## src/rtl/combiner_arbiter.sv

```systemverilog
// Packet-level round-robin arbiter for the shared combiner output.
// Grants one stream per packet and strobes its buffer once per word until the packet drains.
//
// state | meaning
// IDLE  | no packet in flight; arbitrate among streams with a legal-length request
// SEND  | granted packet draining; one rd per cycle with out_ready, last on the final word
module combiner_arbiter #(
    parameter int N_STREAMS         = 2,
    parameter int LOG_N_STREAMS     = 1,
    parameter int MSG_LENGTH_WIDTH  = 8,
    parameter int MAX_PACKET_LENGTH = 16
) (
    input  logic                                  clk,
    input  logic                                  reset,
    input  logic [N_STREAMS-1:0]                  req,
    input  logic [N_STREAMS*MSG_LENGTH_WIDTH-1:0] length,
    input  logic                                  out_ready,
    output logic [N_STREAMS-1:0]                  grant,
    output logic [N_STREAMS-1:0]                  rd,
    output logic                                  last,
    output logic                                  busy,
    output logic                                  error
);

    typedef enum logic {IDLE, SEND} state_t;

    localparam logic [MSG_LENGTH_WIDTH-1:0] MAX_LEN = MSG_LENGTH_WIDTH'(MAX_PACKET_LENGTH);
    localparam logic [MSG_LENGTH_WIDTH-1:0] ONE_LEN = MSG_LENGTH_WIDTH'(1);

    state_t                      state_q, state_d;
    logic [LOG_N_STREAMS-1:0]    ptr_q, ptr_d;
    logic [MSG_LENGTH_WIDTH-1:0] remaining_q, remaining_d;
    logic [N_STREAMS-1:0]        grant_q, grant_d;
    logic                        error_q, error_d;

    logic [N_STREAMS-1:0]        legal;
    logic [N_STREAMS-1:0]        elig;
    logic                        hi_found, lo_found;
    logic [LOG_N_STREAMS-1:0]    hi_idx, lo_idx, sel_idx;
    logic [MSG_LENGTH_WIDTH-1:0] sel_len;

    always_comb begin
        legal = '0;
        for (int i = 0; i < N_STREAMS; i++) begin
            legal[i] = (length[i*MSG_LENGTH_WIDTH +: MSG_LENGTH_WIDTH] != '0) &&
                       (length[i*MSG_LENGTH_WIDTH +: MSG_LENGTH_WIDTH] <= MAX_LEN);
        end
        elig = req & legal;
    end

    // Round robin: first eligible stream above ptr, otherwise wrap to the lowest eligible one.
    always_comb begin
        hi_found = 1'b0;
        lo_found = 1'b0;
        hi_idx   = '0;
        lo_idx   = '0;
        for (int i = 0; i < N_STREAMS; i++) begin
            if (elig[i] && (LOG_N_STREAMS'(i) > ptr_q) && !hi_found) begin
                hi_found = 1'b1;
                hi_idx   = LOG_N_STREAMS'(i);
            end
            if (elig[i] && !lo_found) begin
                lo_found = 1'b1;
                lo_idx   = LOG_N_STREAMS'(i);
            end
        end
        sel_idx = hi_found ? hi_idx : lo_idx;
        sel_len = '0;
        for (int i = 0; i < N_STREAMS; i++) begin
            if (LOG_N_STREAMS'(i) == sel_idx) begin
                sel_len = length[i*MSG_LENGTH_WIDTH +: MSG_LENGTH_WIDTH];
            end
        end
    end

    always_comb begin
        state_d     = state_q;
        ptr_d       = ptr_q;
        remaining_d = remaining_q;
        grant_d     = grant_q;
        error_d     = error_q;
        case (state_q)
            IDLE: begin
                grant_d = '0;
                error_d = error_q | (|(req & ~legal));
                if (|elig) begin
                    grant_d     = N_STREAMS'(1) << sel_idx;
                    remaining_d = sel_len;
                    ptr_d       = sel_idx;
                    state_d     = SEND;
                end
            end
            SEND: begin
                if (out_ready) begin
                    remaining_d = remaining_q - ONE_LEN;
                    if (remaining_q == ONE_LEN) begin
                        grant_d = '0;
                        state_d = IDLE;
                    end
                end
            end
            default: state_d = IDLE;
        endcase
    end

    always_ff @(posedge clk or posedge reset) begin
        if (reset) begin
            state_q     <= IDLE;
            ptr_q       <= LOG_N_STREAMS'(N_STREAMS - 1);
            remaining_q <= '0;
            grant_q     <= '0;
            error_q     <= 1'b0;
        end else begin
            state_q     <= state_d;
            ptr_q       <= ptr_d;
            remaining_q <= remaining_d;
            grant_q     <= grant_d;
            error_q     <= error_d;
        end
    end

    assign busy  = (state_q == SEND);
    assign grant = grant_q;
    assign rd    = (busy && out_ready) ? grant_q : '0;
    assign last  = busy && out_ready && (remaining_q == ONE_LEN);
    assign error = error_q;

endmodule

```

## config.mk

```make
export PLATFORM = sky130hd
export DESIGN_NAME = combiner_arbiter
export DESIGN_NICKNAME = d
export VERILOG_FILES = /design/src/rtl/combiner_arbiter.sv
export SDC_FILE = /design/constraint.sdc
export NUM_CORES = 1
export LEC_CHECK = 0
export ABC_AREA = 1
export ABC_CLOCK_PERIOD_IN_PS = 1900
export BUFFER_PORTS_ARGS = -buffer_cell sky130_fd_sc_hd__clkbuf_2
export CORE_MARGIN = 4
export CORE_UTILIZATION = 30
export CTS_CLUSTER_DIAMETER = 80
export DETAILED_ROUTE_END_ITERATION = 10
export GPL_TIMING_DRIVEN = 0
export SLEW_MARGIN = 20
export SYNTH_ARGS = -nofsm -noshare
export SYNTH_HDL_FRONTEND = slang
export SYNTH_SLANG_ARGS = --single-unit
```

## constraint.sdc

```tcl
create_clock -name clk -period 1.9 [get_ports clk]
set_clock_uncertainty 0.15 [all_clocks]
set_input_delay 0.19 -clock clk [delete_from_list [all_inputs] [get_ports clk]]
set_output_delay 0.19 -clock clk [all_outputs]
set_load 0.02 [all_outputs]
```

==> flow_summary.ini <==
[synthesis]
synth.area.top_cells = dfrtp_1, nand3_1, nand2_1, inv_1, nor3_4
synth_commonest_cells = nand2_1, inv_1, nand3_1
yosysMostFrequentCell = nand2_1
ys.flop_type = dfrtp_1
syn_inst = 140
async_reset_ff_frac = 1.00
synth.net_count = 163
yosys.cell_types.count = 26
syn_area_um2 = 1040
yosys.area.top_type = dfrtp_1
yosysSeqAreaShare = 0.315
synth_edf_count = 0
synth_area_per_cell_um2 = 7.41
synth.top_cell.area_share = 0.290
synth_seq_cells = 13
yosysWarnings = 0

[grt]
grt_start_max_net_pins = 14
grt.overflow.total = 0
antenna_found_initial = 0
grt_pass1_wl_um = 4040
grt_usage = 0.115
grt_pass1_vias = 915

[pwr]
p_per_area_nw_per_um2 = 1060
p_leak_nw = 0.652
ir_worst_vdd_mv = 0.255

[sta]
hold_viol_final = 0
fmax_mhz = 564
finalSetupTns_ns = 0
worst_pin_slew_ns = 0.523
period_minus_slack_ns = 1.77
hold_slack_ns = 0.0774
finalMaxSlewViolations = 0
setup_violations = 0
relSlewSlack = 0.651
rsz0062_at_grt = false
layout_worst_path_cycle_share = 0.933

[clock_tree]
cts_sinks = 13
clockRootBuffer = clkbuf_4
cts_buffer_depth = 2
cts_tree = done
cts.clk_slew.worst_paths_ns = 0.09
cts_buffers = 3
cts.htree.levels = 1
clock_latency_ns = 0.28

[finish]
drive_above_1_share = 0.341
final_nets = 197
finalInstanceArea_um2 = 1280
syn_to_final_growth_pct = 23.4
utilization = 0.384
antenna_cells = 0
layout.cells.non_filler = 219

[status]
status = completed

[critical_path]
crit_fanout = 3
slowest_delay_ns = 0.40
crit_slowest_cell = dfrtp_1
r2r-start = remaining_q[0]
crit_top_cell = nor2_1
reg2reg_slack_ns = 0.17
worstPathCellList = inv_1 > ha_1 > nand3_1 > nor2_1 > nand2_1 > nor2_1 > buf_2
regToRegEndpoint = remaining_q[4]
cp.required_ns = 1.56
crit_arrival_ns = 1.43
rr_worst_depth = 9
path_class = reg2out
cp-start-kind = flip-flop
crit_path_end_kind = primary output

[floorplanning]
fp.dieW_um = 66.8
pin_count = 28
fp.dieArea_um2 = 4460
rows = 21
coreArea_um2 = 3340
die_y_um = 66.8
initial_core_util = 0.311

[drt]
postRouteAntennaNets = 0
firstDrtPassIters = 4
wl_per_cell_um = 10.4
drt_wl_total_um = 2280
num_vias = 978
initialDrtViolationCount = 30
vias_per_cell = 4.47
drc = 0

[placed_design]
gp_congestion = 0.807
place_area_um2 = 1230
dp_hpwl_um = 1870
numPortBuffers = 27
dp_cells = 213

[worst_hold_path]
hold_path.startpoint = length[0]
min_path_cells = 5
hold_class = in2reg
min_to = remaining_q[0]

[flow_run]
drv_cap = 0
==> cell families (layout without fill, tap and decap cells) <==
family          count (synthesis)  in the layout  share of synthesized area
compound gates                 16             16                     0.0929
simple gates                   83             83                      0.452
flops                          13             13                      0.315
buf+inv                        24             57                     0.0989
fa+ha+maj                       2              2                     0.0241
xor+xnor                        2              2                     0.0169
==> report_power, final <==
group | switching (mW) | internal [mW] | leakage, nW
sequential | 0.136 | 0.395 | 0.148
clock | 0.0983 | 0.0781 | 0.0177
combinational | 0.385 | 0.266 | 0.487
total | 0.619 | 0.739 | 0.652
==> critical path, delay by kind of cell, from the launching register on <==
family                   cells  cell delay [ns]
flip-flops                   1             0.40
AND/OR/NAND/NOR              4             0.33
buffers and inverters        2             0.26
adder cells (fa/ha/maj)      1             0.16
==> state kept, by name, summed over array words and instances (netlist names) <==
name	flops
remaining_q	8
grant	2
error	1
busy	1
ptr_q	1
==> worst max path at each step <==
stage,end,start,slack (ns)
2_1_floorplan,remaining_q[4],remaining_q[0],0.34
3_3_place_gp,remaining_q[4],remaining_q[0],0.24
3_5_place_dp,remaining_q[4],remaining_q[0],0.18
4_1_cts,last,remaining_q[1],0.05
5_1_grt,last,remaining_q[1],0.004
6_report,last,remaining_q[1],0.13
==> repair_timing <==
item	4_1_cts	5_1_grt
hold buffers	1	0
hold endpoints to repair	12	0
buffers inserted	0	1
endpoints found under the setup margin	0	1
resized for setup	0	4
==> cell type report <==
cell class / count / area (um^2)
Fill cell: 364 / 2060
Multi-Input combinational cell: 103 / 611
Sequential cell: 13 / 329
Timing Repair Buffer: 29 / 153
Inverter: 23 / 91.3
Tap cell: 46 / 57.6
Clock buffer: 3 / 22.5
Buffer: 1 / 11.3
Clock inverter: 1 / 5.00
==> metrics by stage <==
| stage | power, mW | setup WS, ns |
|---|---|---|
| floorplan | 0.988 | 0.336 |
| global placement | 1.15 | 0.237 |
| detailed placement | 1.17 | 0.179 |
| CTS | 1.35 | 0.0464 |
| global route | 1.49 | 0.00379 |
| finish | 1.36 | 0.127 |
==> placed cells by master (no fill, tap or decap) <==
master / count
nand3_1: 22
o211ai_1: 1
dfstp_2: 1
clkbuf_4: 3
or2_1: 1
nor2_1: 7
clkinv_4: 1
nand3_4: 1
dfrtp_1: 10
inv_1: 22
nand4_1: 2
a21oi_2: 2
nand3_2: 3
ha_1: 2
o21ai_0: 8
nor3_1: 2
nand4_4: 1
nand2_2: 5
dlygate4sd3_1: 1
nand2_4: 1
dfrtp_2: 2
nor2_2: 6
nand2_1: 29
xor2_1: 2
a22o_1: 1
buf_2: 1
buf_6: 1
clkbuf_2: 26
nor3_4: 3
o21ai_1: 3
a21o_1: 1
clkinv_2: 1
buf_4: 1
==> metal layers <==
layer | vias to the layer above | global-route usage | wire length [um]
met3 | 2 | 0.0304 | 168
met5 | - | 0 | 0
li1 | 524 | - | -
met2 | 29 | 0.179 | 969
met1 | 423 | 0.164 | 1140
met4 | 0 | 0.00761 | 4
Power figures use the tool's default switching activity.
